<file path="src/rtl/parking_gate_arbiter.sv">
`default_nettype none
// ============================================================================
// Module   : parking_gate_arbiter
// Purpose  : Round-robin arbiter that shares one barrier door between several
//            entry/exit lanes, sequences open/hold/close and keeps the lot
//            occupancy count.
// Revision : 1.0 - initial release
// ============================================================================
module parking_gate_arbiter #(
    parameter int CAPACITY  = 4,
    parameter int LANES     = 4,
    parameter int DOOR_HOLD = 8,
    parameter int CW        = $clog2(CAPACITY + 1)
) (
    input  logic             CLK,
    input  logic             RST,
    input  logic [LANES-1:0] req,
    input  logic [LANES-1:0] dir,
    input  logic             passed,
    output logic [LANES-1:0] grant,
    output logic             door_open,
    output logic [CW-1:0]    count,
    output logic             full,
    output logic             empty,
    output logic             timeout
);

    localparam int PW = (LANES > 1) ? $clog2(LANES) : 1;
    localparam int TW = (DOOR_HOLD > 1) ? $clog2(DOOR_HOLD) : 1;

    typedef enum logic [1:0] {
        S_IDLE  = 2'd0,
        S_OPEN  = 2'd1,
        S_CLOSE = 2'd2
    } state_t;

    state_t           state_q,     state_d;
    logic [LANES-1:0] grant_q,     grant_d;
    logic             door_open_q, door_open_d;
    logic [CW-1:0]    count_q,     count_d;
    logic             timeout_q,   timeout_d;
    logic [PW-1:0]    ptr_q,       ptr_d;
    logic [TW-1:0]    timer_q,     timer_d;
    logic             entry_q,     entry_d;   // direction latched at grant

    logic [LANES-1:0] w_eligible;
    logic             w_found;
    logic [PW-1:0]    w_sel;
    logic [PW-1:0]    w_sel_next;
    logic [PW:0]      w_sum;

    assign full  = (count_q == CW'(CAPACITY));
    assign empty = (count_q == '0);

    // Eligibility filter and round-robin pick of the first eligible lane from ptr
    always_comb begin
        w_eligible = '0;
        w_found    = 1'b0;
        w_sel      = '0;
        w_sum      = '0;
        for (int i = 0; i < LANES; i++) begin
            w_eligible[i] = req[i] && ((dir[i] && !full) || (!dir[i] && !empty));
        end
        for (int k = 0; k < LANES; k++) begin
            w_sum = {1'b0, ptr_q} + (PW+1)'(k);
            if (w_sum >= (PW+1)'(LANES)) begin
                w_sum = w_sum - (PW+1)'(LANES);
            end
            if (!w_found && w_eligible[w_sum[PW-1:0]]) begin
                w_found = 1'b1;
                w_sel   = w_sum[PW-1:0];
            end
        end
        w_sel_next = (w_sel == PW'(LANES - 1)) ? '0 : w_sel + 1'b1;
    end

    // Gate sequencing: next state, grant/door outputs, count and timer updates
    always_comb begin
        state_d     = state_q;
        grant_d     = grant_q;
        door_open_d = door_open_q;
        count_d     = count_q;
        timeout_d   = 1'b0;
        ptr_d       = ptr_q;
        timer_d     = timer_q;
        entry_d     = entry_q;
        case (state_q)
            S_IDLE: begin
                if (w_found) begin
                    grant_d     = LANES'(1) << w_sel;
                    door_open_d = 1'b1;
                    timer_d     = '0;
                    ptr_d       = w_sel_next;
                    entry_d     = dir[w_sel];
                    state_d     = S_OPEN;
                end
            end
            S_OPEN: begin
                if (passed) begin
                    // Guards keep the count from wrapping even if eligibility is bypassed
                    if (entry_q && !full) begin
                        count_d = count_q + 1'b1;
                    end else if (!entry_q && !empty) begin
                        count_d = count_q - 1'b1;
                    end
                    grant_d     = '0;
                    door_open_d = 1'b0;
                    state_d     = S_CLOSE;
                end else if (timer_q == TW'(DOOR_HOLD - 1)) begin
                    timeout_d   = 1'b1;
                    grant_d     = '0;
                    door_open_d = 1'b0;
                    state_d     = S_CLOSE;
                end else begin
                    timer_d = timer_q + 1'b1;
                end
            end
            S_CLOSE: begin
                grant_d     = '0;
                door_open_d = 1'b0;
                state_d     = S_IDLE;
            end
            default: begin
                grant_d     = '0;
                door_open_d = 1'b0;
                state_d     = S_IDLE;
            end
        endcase
    end

    // State register with asynchronous active-low reset; in-flight vehicle is dropped
    always_ff @(posedge CLK or negedge RST) begin
        if (!RST) begin
            state_q     <= S_IDLE;
            grant_q     <= '0;
            door_open_q <= 1'b0;
            count_q     <= '0;
            timeout_q   <= 1'b0;
            ptr_q       <= '0;
            timer_q     <= '0;
            entry_q     <= 1'b0;
        end else begin
            state_q     <= state_d;
            grant_q     <= grant_d;
            door_open_q <= door_open_d;
            count_q     <= count_d;
            timeout_q   <= timeout_d;
            ptr_q       <= ptr_d;
            timer_q     <= timer_d;
            entry_q     <= entry_d;
        end
    end

    assign grant     = grant_q;
    assign door_open = door_open_q;
    assign count     = count_q;
    assign timeout   = timeout_q;

endmodule
`default_nettype wire

</file>
<file path="config.mk">
export PLATFORM = sky130hd
export DESIGN_NAME = parking_gate_arbiter
export DESIGN_NICKNAME = d
export VERILOG_FILES = /design/src/rtl/parking_gate_arbiter.sv
export SDC_FILE = /design/constraint.sdc
export NUM_CORES = 1
export LEC_CHECK = 0
export ABC_AREA = 0
export CORE_MARGIN = 3
export CORE_UTILIZATION = 50
export CTS_BUF_LIST = sky130_fd_sc_hd__clkbuf_8
export DETAILED_ROUTE_END_ITERATION = 7
export PLACE_DENSITY = 0.79
export SLEW_MARGIN = 20
export SYNTH_ARGS = -nofsm -noshare
export SYNTH_HDL_FRONTEND = slang
export SYNTH_SLANG_ARGS = --single-unit
</file>
<file path="constraint.sdc">
create_clock -name CLK -period 2.8 [get_ports CLK]
set_input_delay 0.28 -clock CLK [delete_from_list [all_inputs] [get_ports CLK]]
set_output_delay 0.28 -clock CLK [all_outputs]
set_load 0.02 [all_outputs]
</file>
==> results of run 1 <==
flip-flops by register name (all words and copies together), names as in the netlist:
register and cells:
grant 4, count 3, timer_q 3, ptr_q 2, door_open 1, entry_q 1, state_q 1, timeout 1
per-layer routing:
| metal | wire, microns | vias to the layer above | share of wire | global-route usage |
|---|---|---|---|---|
| met5 | 0 | - | 0 | 0 |
| met1 | 905 | 394 | 0.43 | 0.236 |
| li1 | - | 418 | - | - |
| met3 | 144 | 2 | 0.069 | 0.0682 |
| met4 | 19 | 0 | 0.0091 | 0.0404 |
| met2 | 1020 | 31 | 0.49 | 0.296 |
worst max-delay path, cell delays in order (launching register included):
cell and delay [ns]:
dfrtp_1 0.45, or2_1 0.37, o211a_1 0.28, o21a_1 0.20, or3_1 0.43, inv_1 0.13
ha_1 0.24, nand2_1 0.06, nand2_1 0.05
cells by family after synthesis:
logic type,synth area share
compound gates,0.210
xor+xnor,0.0445
fa+ha+maj,0.0967
buf+inv,0.0305
flops,0.407
mux,0.0102
simple gates,0.201
metrics by stage:
stage                     setup slack, ns  cells  total power, W  hold WS (ns)
after detailed placement            0.384    148         0.00121         0.486
after floorplan                     0.548    105        0.000979       -0.0156
after global routing                0.325    151         0.00151         0.514
final                               0.469    151         0.00138         0.465
after CTS                           0.491    151         0.00139         0.490
after global placement              0.389    148         0.00119         0.484
cell type report:
type,count,area share
multi-input cells,84,0.445
flip-flops and latches,16,0.322
repair buffers,21,0.169
clock buffers,3,0.0332
well taps,25,0.0252
inverters,2,0.00604
placed cells by master (no fill, tap or decap), types with 2 or more instances in the layout:
cell type,n
nand3_1,2
clkdlybuf4s50_1,21
nand2b_1,2
nor3_1,3
xor2_1,5
o21a_1,4
o31ai_1,2
nand2_1,15
clkbuf_8,3
ha_1,6
dfrtp_1,16
and2_1,2
a21oi_1,2
o21ai_0,8
nor2_1,11
a22o_1,4
inv_1,2
power by group through the flow:
stage	sequential (W)	combinational (W)	clock, W
2_1_floorplan	0.000474	0.000505	0
5_1_grt	0.000462	0.000870	0.000181
3_5_place_dp	0.000445	0.000770	0
4_1_cts	0.000442	0.000777	0.000175
3_3_place_gp	0.000443	0.000751	0
6_report	0.000443	0.000772	0.000168
path summary, 6_finish.rpt:
| path | startpoint | endpoint | depth (start not counted) |
|---|---|---|---|
| min in group CLK | grant[3] | grant[3] | 1 |
| setup / recovery | count[0] | ptr_q[1] | 8 |
| max in group asynchronous | RST | grant[2] | 1 |
| setup reg to reg | count[0] | ptr_q[1] | 8 |
| hold / removal | RST | count[2] | 1 |
| hold reg to reg | grant[3] | grant[3] | 1 |
==> qor_table.md, run 1 <==
| Item | Value | Unit |
| --- | --- | --- |
| Combinational Power Share | 0.559 | - |
| Commonest register cell after synthesis | dfrtp_1 | - |
| Hold violation total from the final report | 0 | - |
| Post-synthesis instance area | 983 | sq um |
| Initial core utilization | 0.552 | - |
| Worst skew pair latency | 0.24 | ns |
| Initial drt markers | 10 | - |
| Seq. cell area | 400 | sq um |
| Fraction of registers with async set or reset after synthesis | 1.00 | - |
| GRT overflow | 0 | - |
| Yosys warns | 0 | - |
| Port Buffers | 21 | - |
| Internal power | 0.000771 | W |
| DR vias | 845 | - |
| Synth cell count leaders | 16 x dfrtp_1, 15 x nand2_1, 11 x nor2_1, 8 x o21ai_0, 6 x ha_1 | - |
| CP Launch Type | flip-flop | - |
| Maximum clock frequency | 0.429 | GHz |
| Via density per instance | 5.60 | - |
| Vertical die dimension | 50.4 | microns |
| IO Count | 22 | - |
| Cell area reported after detailed placement | 0.00120 | sq mm |
| Number of enable flip-flop cells after synthesis | 0 | - |
| Reported net switching power | 0.000612 | W |
| Number of remaining DRC errors | 0 | - |
| Count of state elements after synthesis | 16 | - |
| Reg power frac | 0.320 | - |
| Area used by multi-input combinational logic | 553 | sq um |
| Synth unique cells | 36 | - |
| Total clock sinks | 16 | - |
| Gate Count Post-Synth | 105 | - |
| Synth-to-layout area growth | 26.5 | % |
| Top cells by area, synth | dfrtp_1 41%, ha_1 7.6%, nand2_1 5.7% | - |
| Root Buffer Master | clkbuf_8 | - |
| Number of buffers inserted during clock tree synthesis | 3 | - |
| Synth top area share | 0.407 | - |
| Hold Buf Count CTS | 0 | - |
| Pin count of the biggest net entering global routing | 17 | - |
| Library cell with the highest instance count after synthesis | dfrtp_1 | - |
| All-layer global routing usage | 0.184 | - |
| Number of placement rows | 15 | - |
| Crit path capture type | flip-flop | - |
| Post-CTS setup repair buffer count | 0 | - |
| Static Leak | 0.562 | nW |
| Worst clock skew | 0.00274 | ns |
| Syn avg cell area | 9.37 | sq um |
| Total setup violations reported at the end of the flow | 0 | - |
| CTS clk-pin slew, worst paths | 0.06 | ns |
| Floorplan core area | 0.00178 | sq mm |
| Slew of the pin with the lowest slew margin | 0.719 | ns |
| Register area share after synthesis | 0.407 | - |
| Max transition margin | 0.519 | - |
| Cts repair resizes | 0 | - |
| Number of H-tree branching levels | 1 | - |
| Switching Share | 0.442 | - |
| Final core occ | 0.698 | - |
| Routability Congestion | 0.817 | - |
| Total iterations of the first detailed-routing run | 4 | - |
| Post-route cell area | 0.00124 | sq mm |
| Clock network fraction of design power | 0.121 | - |
| Largest area contributor in the synthesized netlist | dfrtp_1 | - |
| Maximum clock insertion buffer count | 2 | - |
| Data arrival time at the worst-slack endpoint | 2.47 | ns |
| Share of final-layout standard cells stronger than drive strength 1 | 0.0238 | - |
| Sum Neg Setup Slack | 0 | ns |
| RSZ-0062 raised after global routing | no | - |
| Critical path class | flip-flop to flip-flop | - |
| Antenna Violating Nets Remaining | 0 | - |
| First-pass GRT wire length | 3610 | microns |
| Horizontal extent of the die | 50.4 | microns |
| Clock tree from TritonCTS | built | - |
| Drt total wl | 2090 | microns |
| Run status | completed | - |
| Post-route fraction of the period consumed by the critical path | 0.833 | - |
| Die area | 0.00254 | sq mm |
| Total inserted antenna cells | 0 | - |
| WL/cell | 13.8 | microns |
| Required arrival time at the worst endpoint | 2.94 | ns |
| Clock period minus final worst setup slack | 2.33 | ns |
| Net count after synthesis | 123 | - |
| Largest vdd supply drop | 0.000749 | V |
| Vias in the first global route | 846 | - |
| Initial antenna violation count | 0 | - |
| # nets final | 146 | - |
| Crit path max fanout | 9 | - |
| Path class of the lowest-slack min-delay path | input pin to asynchronous set/reset pin | - |
| Power per cell area | 1110 | mW/mm^2 |
| R2R setup slack | 0.47 | ns |
| Detailed placer's ending HPWL | 1610 | microns |
| Fill cell total of the finished layout | 139 | - |
| Number of pins with negative max-slew slack in the final report | 0 | - |
| Number of max-capacitance violations reported | 0 | - |
Power figures use the tool's default switching activity.
==> inputs of run 2 (changes only) <==
==> constraint.sdc (replaced) <==
create_clock -name CLK -period 2.29 [get_ports CLK]
set_input_delay 0.229 -clock CLK [delete_from_list [all_inputs] [get_ports CLK]]
set_output_delay 0.229 -clock CLK [all_outputs]
set_load 0.02 [all_outputs]
==> qor_table.md, run 2 (synthesized netlist as in run 1, its figures left out) <==
| Item | Value | Unit | vs previous |
| --- | --- | --- | --- |
| Critical path class | flip-flop to flip-flop | - |  |
| GRT overflow | 0 | - | unchanged |
| Busiest metal layer after global routing | met2 | - |  |
| Crit path capture type | flip-flop | - |  |
| Antenna Violating Nets Remaining | 0 | - | unchanged |
| Crit path max-delay family | simple AND/OR/NAND/NOR gates | - |  |
| # nets final | 150 | - | +2.7% |
| Number of remaining DRC errors | 0 | - | unchanged |
| Initial antenna violation count | 0 | - | unchanged |
| Reg power frac | 0.286 | - | -0.034 |
| First-pass GRT wire length | 3570 | microns | -1.1% |
| Via density per instance | 5.46 | - | -2.4% |
| R2R setup slack | 0.15 | ns | -0.32 ns |
| Met1 Resource Use GR | 0.243 | - | +0.00714 |
| M2 GR Usage | 0.293 | - | -0.00217 |
| Maximum clock insertion buffer count | 2 | - | unchanged |
| Cell repeated most along the worst path | nand2_1 | - |  |
| Initial drt markers | 10 | - | unchanged |
| Hold Buf Count CTS | 0 | - | unchanged |
| Floorplan core area | 0.00178 | sq mm | unchanged |
| Number of pins with negative max-slew slack in the final report | 0 | - | unchanged |
| Terminus of the critical flop-to-flop path | ptr_q[1] | - |  |
| Initial core utilization | 0.552 | - | unchanged |
| Path class of the lowest-slack min-delay path | input pin to asynchronous set/reset pin | - |  |
| Root Buffer Master | clkbuf_8 | - |  |
| Hold violation total from the final report | 0 | - | unchanged |
| Worst clock skew | 0.00149 | ns | -0.00125 ns |
| Die area | 0.00254 | sq mm | unchanged |
| Buffering stage count on the worst path with inverters included | 1 | - | unchanged |
| Total clock sinks | 16 | - | unchanged |
| Reported net switching power | 0.000756 | W | +24% |
| Number of max-capacitance violations reported | 0 | - | unchanged |
| Run status | completed | - |  |
| Static Leak | 0.590 | nW | +5.0% |
| Number of buffers inserted during clock tree synthesis | 3 | - | unchanged |
| Port Buffers | 21 | - | unchanged |
| Number of placement rows | 15 | - | unchanged |
| Drt total wl | 1990 | microns | -4.6% |
| Detailed placer's ending HPWL | 1570 | microns | -2.5% |
| CTS clk-pin slew, worst paths | 0.06 | ns | about the same |
| Reg2reg path depth | 8 | - | unchanged |
| Post-route fraction of the period consumed by the critical path | 0.936 | - | +0.103 |
| Clock tree from TritonCTS | built | - |  |
| Max transition margin | 0.520 | - | +0.00110 |
| Largest incremental delay on the critical path | 0.43 | ns | -0.02 ns |
| Final cell count without fillers | 156 | - | +3.3% |
| Clock network fraction of design power | 0.138 | - | +0.017 |
| RSZ-0062 raised after global routing | no | - |  |
| All-layer global routing usage | 0.179 | - | -0.00452 |
| Most used cells in the layout excluding fill and tap cells | 21 x clkdlybuf4s50_1, 16 x dfrtp_1, 15 x nand2_1 | - |  |
| Clock period minus final worst setup slack | 2.14 | ns | -0.188 ns |
| Vias in the first global route | 857 | - | +1.3% |
| Worst-path cell with the longest stage delay | or3_1 | - |  |
| Horizontal extent of the die | 50.4 | microns | unchanged |
| Largest register FFs | 4 | - | unchanged |
| CP Launch Type | flip-flop | - |  |
| First element of the critical path | count[0] | - |  |
| Crit path max fanout | 9 | - | unchanged |
| Worst skew pair latency | 0.25 | ns | about the same |
| Startpoint of the most critical register-to-register path | count[0] | - |  |
| Number of placed instances, taps included | 152 | - | +2.7% |
| Maximum clock frequency | 0.467 | GHz | +8.8% |
| WL/cell | 12.8 | microns | -7.7% |
| Met3 Usage GRT | 0.0504 | - | -0.0178 |
| Pin count of the biggest net entering global routing | 17 | - | unchanged |
| Share of final-layout standard cells stronger than drive strength 1 | 0.0687 | - | +0.0449 |
| Largest vdd supply drop | 0.00117 | V | +56% |
| Internal power | 0.00103 | W | +33% |
| Number of H-tree branching levels | 1 | - | unchanged |
| DR vias | 852 | - | +0.83% |
| Vertical die dimension | 50.4 | microns | unchanged |
| Routability Congestion | 0.828 | - | +1.4% |
| Data arrival time at the worst-slack endpoint | 2.28 | ns | -0.19 ns |
| Power per cell area | 1380 | mW/mm^2 | +24% |
| Total iterations of the first detailed-routing run | 4 | - | unchanged |
| Required arrival time at the worst endpoint | 2.43 | ns | -0.51 ns |
| Total setup violations reported at the end of the flow | 0 | - | unchanged |
| Sum Neg Setup Slack | 0 | ns | unchanged |
| Switching Share | 0.424 | - | -0.0183 |
| Slew of the pin with the lowest slew margin | 0.717 | ns | -0.00164 ns |
| Combinational Power Share | 0.576 | - | +0.017 |
| Post-CTS setup repair buffer count | 0 | - | unchanged |
| IO Count | 22 | - | unchanged |
| Synth-to-layout area growth | 31.2 | % |  |
| Worst path cell trace | or2_4 -> o211a_1 -> o21a_1 -> or3_1 -> inv_1 -> ha_1 -> nand2_1 -> nand2_1 | - |  |
| Total inserted antenna cells | 0 | - | unchanged |
| Most common cell after layout, fill and taps aside | clkdlybuf4s50_1 | - |  |
[run 2: worst max path at each step]
stage                    end  cells after the start
detailed placement  ptr_q[1]                      9
finish              ptr_q[1]                      8
global placement    ptr_q[1]                      9
global route        ptr_q[1]                      8
CTS                 ptr_q[1]                      8
floorplan           ptr_q[1]                      9
[run 2: area by class of cell]
class | count | area [sq um]
clock buffer | 4 | 55.1
fill | 142 | 493
inverter | 2 | 7.51
multi-input combinational | 84 | 556
sequential | 16 | 400
tap | 25 | 31.3
timing repair buffer | 25 | 240
[run 2: per-stage QoR]
step	hold slack (ns)	setup slack [ns]	total power [W]	util	area [sq um]
final	0.410	0.147	0.00178	0.724	1290
after global routing	0.444	0.0352	0.00195	0.724	1290
after CTS	0.430	0.0719	0.00178	0.722	1290
after detailed placement	0.481	-0.0457	0.00153	0.691	1230
after global placement	0.484	-0.0200	0.00151	0.691	1230
after floorplan	-0.0666	0.0377	0.00120	-	983
[run 2: power groups by stage]
stage,Clock [W],Sequential [W],Combinational (W)
2_1_floorplan,0,0.000580,0.000618
3_3_place_gp,0,0.000509,0.00100
3_5_place_dp,0,0.000514,0.00102
4_1_cts,0.000251,0.000509,0.00102
5_1_grt,0.000260,0.000528,0.00116
6_report,0.000245,0.000510,0.00103
[run 2: repair_timing]
action | 4_1_cts | 5_1_grt
gates resized for setup | 0 | 2
hold endpoints to repair | 0 | 0
setup endpoints to repair | 0 | 4
[run 2: per-layer routing]
| metal | share of wire | up-vias | wire (microns) |
|---|---|---|---|
| met5 | 0 | - | 0 |
| met4 | 0 | 0 | 0 |
| met3 | 0.053 | 0 | 106 |
| met2 | 0.48 | 20 | 948 |
| met1 | 0.47 | 399 | 936 |
| li1 | - | 433 | - |
==> inputs of run 3 (changes only) <==
--- a/config.mk
+++ b/config.mk
@@ -10,7 +10,7 @@
 export CORE_UTILIZATION = 50
 export CTS_BUF_LIST = sky130_fd_sc_hd__clkbuf_8
 export DETAILED_ROUTE_END_ITERATION = 7
-export PLACE_DENSITY = 0.79
+export PLACE_DENSITY = 0.89
 export SLEW_MARGIN = 20
 export SYNTH_ARGS = -nofsm -noshare
 export SYNTH_HDL_FRONTEND = slang
==> qor_table.md, run 3 (synthesized netlist as in run 1, its figures left out) <==
| Item | Value | Unit | vs previous |
| --- | --- | --- | --- |
| M2 GR Usage | 0.357 | - | +0.0630 |
| Number of placement rows | 15 | - | unchanged |
| Cts repair resizes | 0 | - | unchanged |
| All-layer global routing usage | 0.214 | - | +0.0349 |
| Pin count of the biggest net entering global routing | 17 | - | unchanged |
| CTS clk-pin slew, worst paths | 0.07 | ns | about the same |
| Hold violation total from the final report | 0 | - | unchanged |
| Total clock sinks | 16 | - | unchanged |
| Met3 Usage GRT | 0.0682 | - | +0.0178 |
| Run status | completed | - |  |
| Largest register FFs | 4 | - | unchanged |
| Crit path max fanout | 9 | - | unchanged |
| Worst clock skew | 0.00562 | ns | +0.00413 ns |
| Most common cell after layout, fill and taps aside | clkdlybuf4s50_1 | - |  |
| Vias in the first global route | 899 | - | +4.9% |
| Seq. cell area | 402 | sq um | +0.31% |
| Busiest metal layer after global routing | met2 | - |  |
| Power per cell area | 1410 | mW/mm^2 | +2.1% |
| Maximum clock insertion buffer count | 2 | - | unchanged |
| Maximum clock frequency | 0.462 | GHz | -1.0% |
| Floorplan core area | 0.00178 | sq mm | unchanged |
| Post-CTS setup repair buffer count | 0 | - | unchanged |
| Vertical die dimension | 50.4 | microns | unchanged |
| Critical path class | flip-flop to flip-flop | - |  |
| Total iterations of the first detailed-routing run | 4 | - | unchanged |
| Number of buffers inserted during clock tree synthesis | 3 | - | unchanged |
| Root Buffer Master | clkbuf_8 | - |  |
| Hold Buf Count CTS | 0 | - | unchanged |
| Worst setup slack before clock tree synthesis | -0.0640 | ns | -0.0183 ns |
| Total setup violations reported at the end of the flow | 0 | - | unchanged |
| Met1 Resource Use GR | 0.278 | - | +0.0352 |
| Routability Congestion | 0.799 | - | -3.6% |
| Clock period minus final worst setup slack | 2.17 | ns | +0.0222 ns |
| Via density per instance | 5.53 | - | +1.2% |
| Post-Route Hold Slack | 0.408 | ns | -0.00203 ns |
| Horizontal extent of the die | 50.4 | microns | unchanged |
| Worst skew pair latency | 0.25 | ns | about the same |
| CP Launch Type | flip-flop | - |  |
| Initial antenna violation count | 0 | - | unchanged |
| Area used by multi-input combinational logic | 559 | sq um | +0.68% |
| DR vias | 868 | - | +1.9% |
| Crit path capture type | flip-flop | - |  |
| # nets final | 151 | - | +0.67% |
| Most used cells in the layout excluding fill and tap cells | 21 x clkdlybuf4s50_1, 15 x nand2_1, 15 x dfrtp_1 | - |  |
| Initial drt markers | 25 | - | +15 |
| Number of max-capacitance violations reported | 0 | - | unchanged |
| Synth-to-layout area growth | 32.4 | % |  |
| Die area | 0.00254 | sq mm | unchanged |
| Largest vdd supply drop | 0.000948 | V | -19% |
| Final critical-path setup slack | 0.124 | ns | -0.0222 ns |
| Static Leak | 0.593 | nW | +0.55% |
| Final core occ | 0.731 | - | +0.00702 |
| Fill cell total of the finished layout | 136 | - | -4.2% |
| Data arrival time at the worst-slack endpoint | 2.31 | ns | +0.03 ns |
| Drt total wl | 2280 | microns | +14% |
| Max transition margin | 0.516 | - | -0.00446 |
| Antenna Violating Nets Remaining | 0 | - | unchanged |
| Required arrival time at the worst endpoint | 2.44 | ns | about the same |
| First-pass GRT wire length | 4130 | microns | +16% |
| Clock tree from TritonCTS | built | - |  |
| Number of pins with negative max-slew slack in the final report | 0 | - | unchanged |
| Slew of the pin with the lowest slew margin | 0.724 | ns | +0.00667 ns |
| GRT overflow | 0 | - | unchanged |
| IO Count | 22 | - | unchanged |
| Port Buffers | 21 | - | unchanged |
| Detailed placer's ending HPWL | 1740 | microns | +11% |
| RSZ-0062 raised after global routing | no | - |  |
| Number of H-tree branching levels | 1 | - | unchanged |
| WL/cell | 14.5 | microns | +14% |
| Total inserted antenna cells | 0 | - | unchanged |
| Post-route fraction of the period consumed by the critical path | 0.946 | - | +0.00968 |
| Initial core utilization | 0.552 | - | unchanged |
| Number of remaining DRC errors | 0 | - | unchanged |
| Path class of the lowest-slack min-delay path | input pin to asynchronous set/reset pin | - |  |
| Share of final-layout standard cells stronger than drive strength 1 | 0.0985 | - | +0.0298 |
[run 3: stage by stage]
| step | total power (W) | instances | cell area [sq um] | TNS [ns] |
|---|---|---|---|---|
| detailed placement | 0.00155 | 153 | 1240 | -0.0881 |
| floorplan | 0.00120 | 105 | 983 | 0 |
| global placement | 0.00151 | 153 | 1240 | -0.00730 |
| CTS | 0.00183 | 157 | 1290 | 0 |
| finish | 0.00184 | 157 | 1300 | 0 |
| global route | 0.00202 | 157 | 1300 | 0 |
[run 3: cell type report]
cell class	count	area share
inverters	2	0.00576
repair buffers	26	0.190
well taps	25	0.0240
clock buffers	4	0.0423
multi-input cells	84	0.429
flip-flops and latches	16	0.308
[run 3: final timing paths]
kind,slack (ns),startpoint,cells past startpoint,endpoint
worst min-delay path,0.41,RST,1,timeout
worst max register to register,0.12,count[0],8,ptr_q[1]
max in group asynchronous,1.38,RST,1,count[2]
worst max-delay path,0.12,count[0],8,ptr_q[1]
min in group CLK,0.51,grant[0],1,grant[0]
worst min register to register,0.51,grant[0],1,grant[0]
[run 3: where the power goes]
part	internal [W]	switching, W
clock	0.000153	0.0000987
sequential	0.000399	0.000119
combinational	0.000487	0.000581
total	0.00104	0.000799
[run 3: per-layer routing]
| layer | part of all wire | wire (microns) |
|---|---|---|
| met4 | 0 | 0 |
| met2 | 0.51 | 1150 |
| met3 | 0.035 | 80 |
| met1 | 0.46 | 1040 |
| met5 | 0 | 0 |
[run 3: worst max-delay path, cell delays in order, from the launching register on]
cell     delay [ns]
dfrtp_1        0.38
or2_4          0.30
o211a_1        0.25
o21a_1         0.20
or3_1          0.45
inv_2          0.13
ha_1           0.24
nand2_1        0.07
nand2_1        0.05
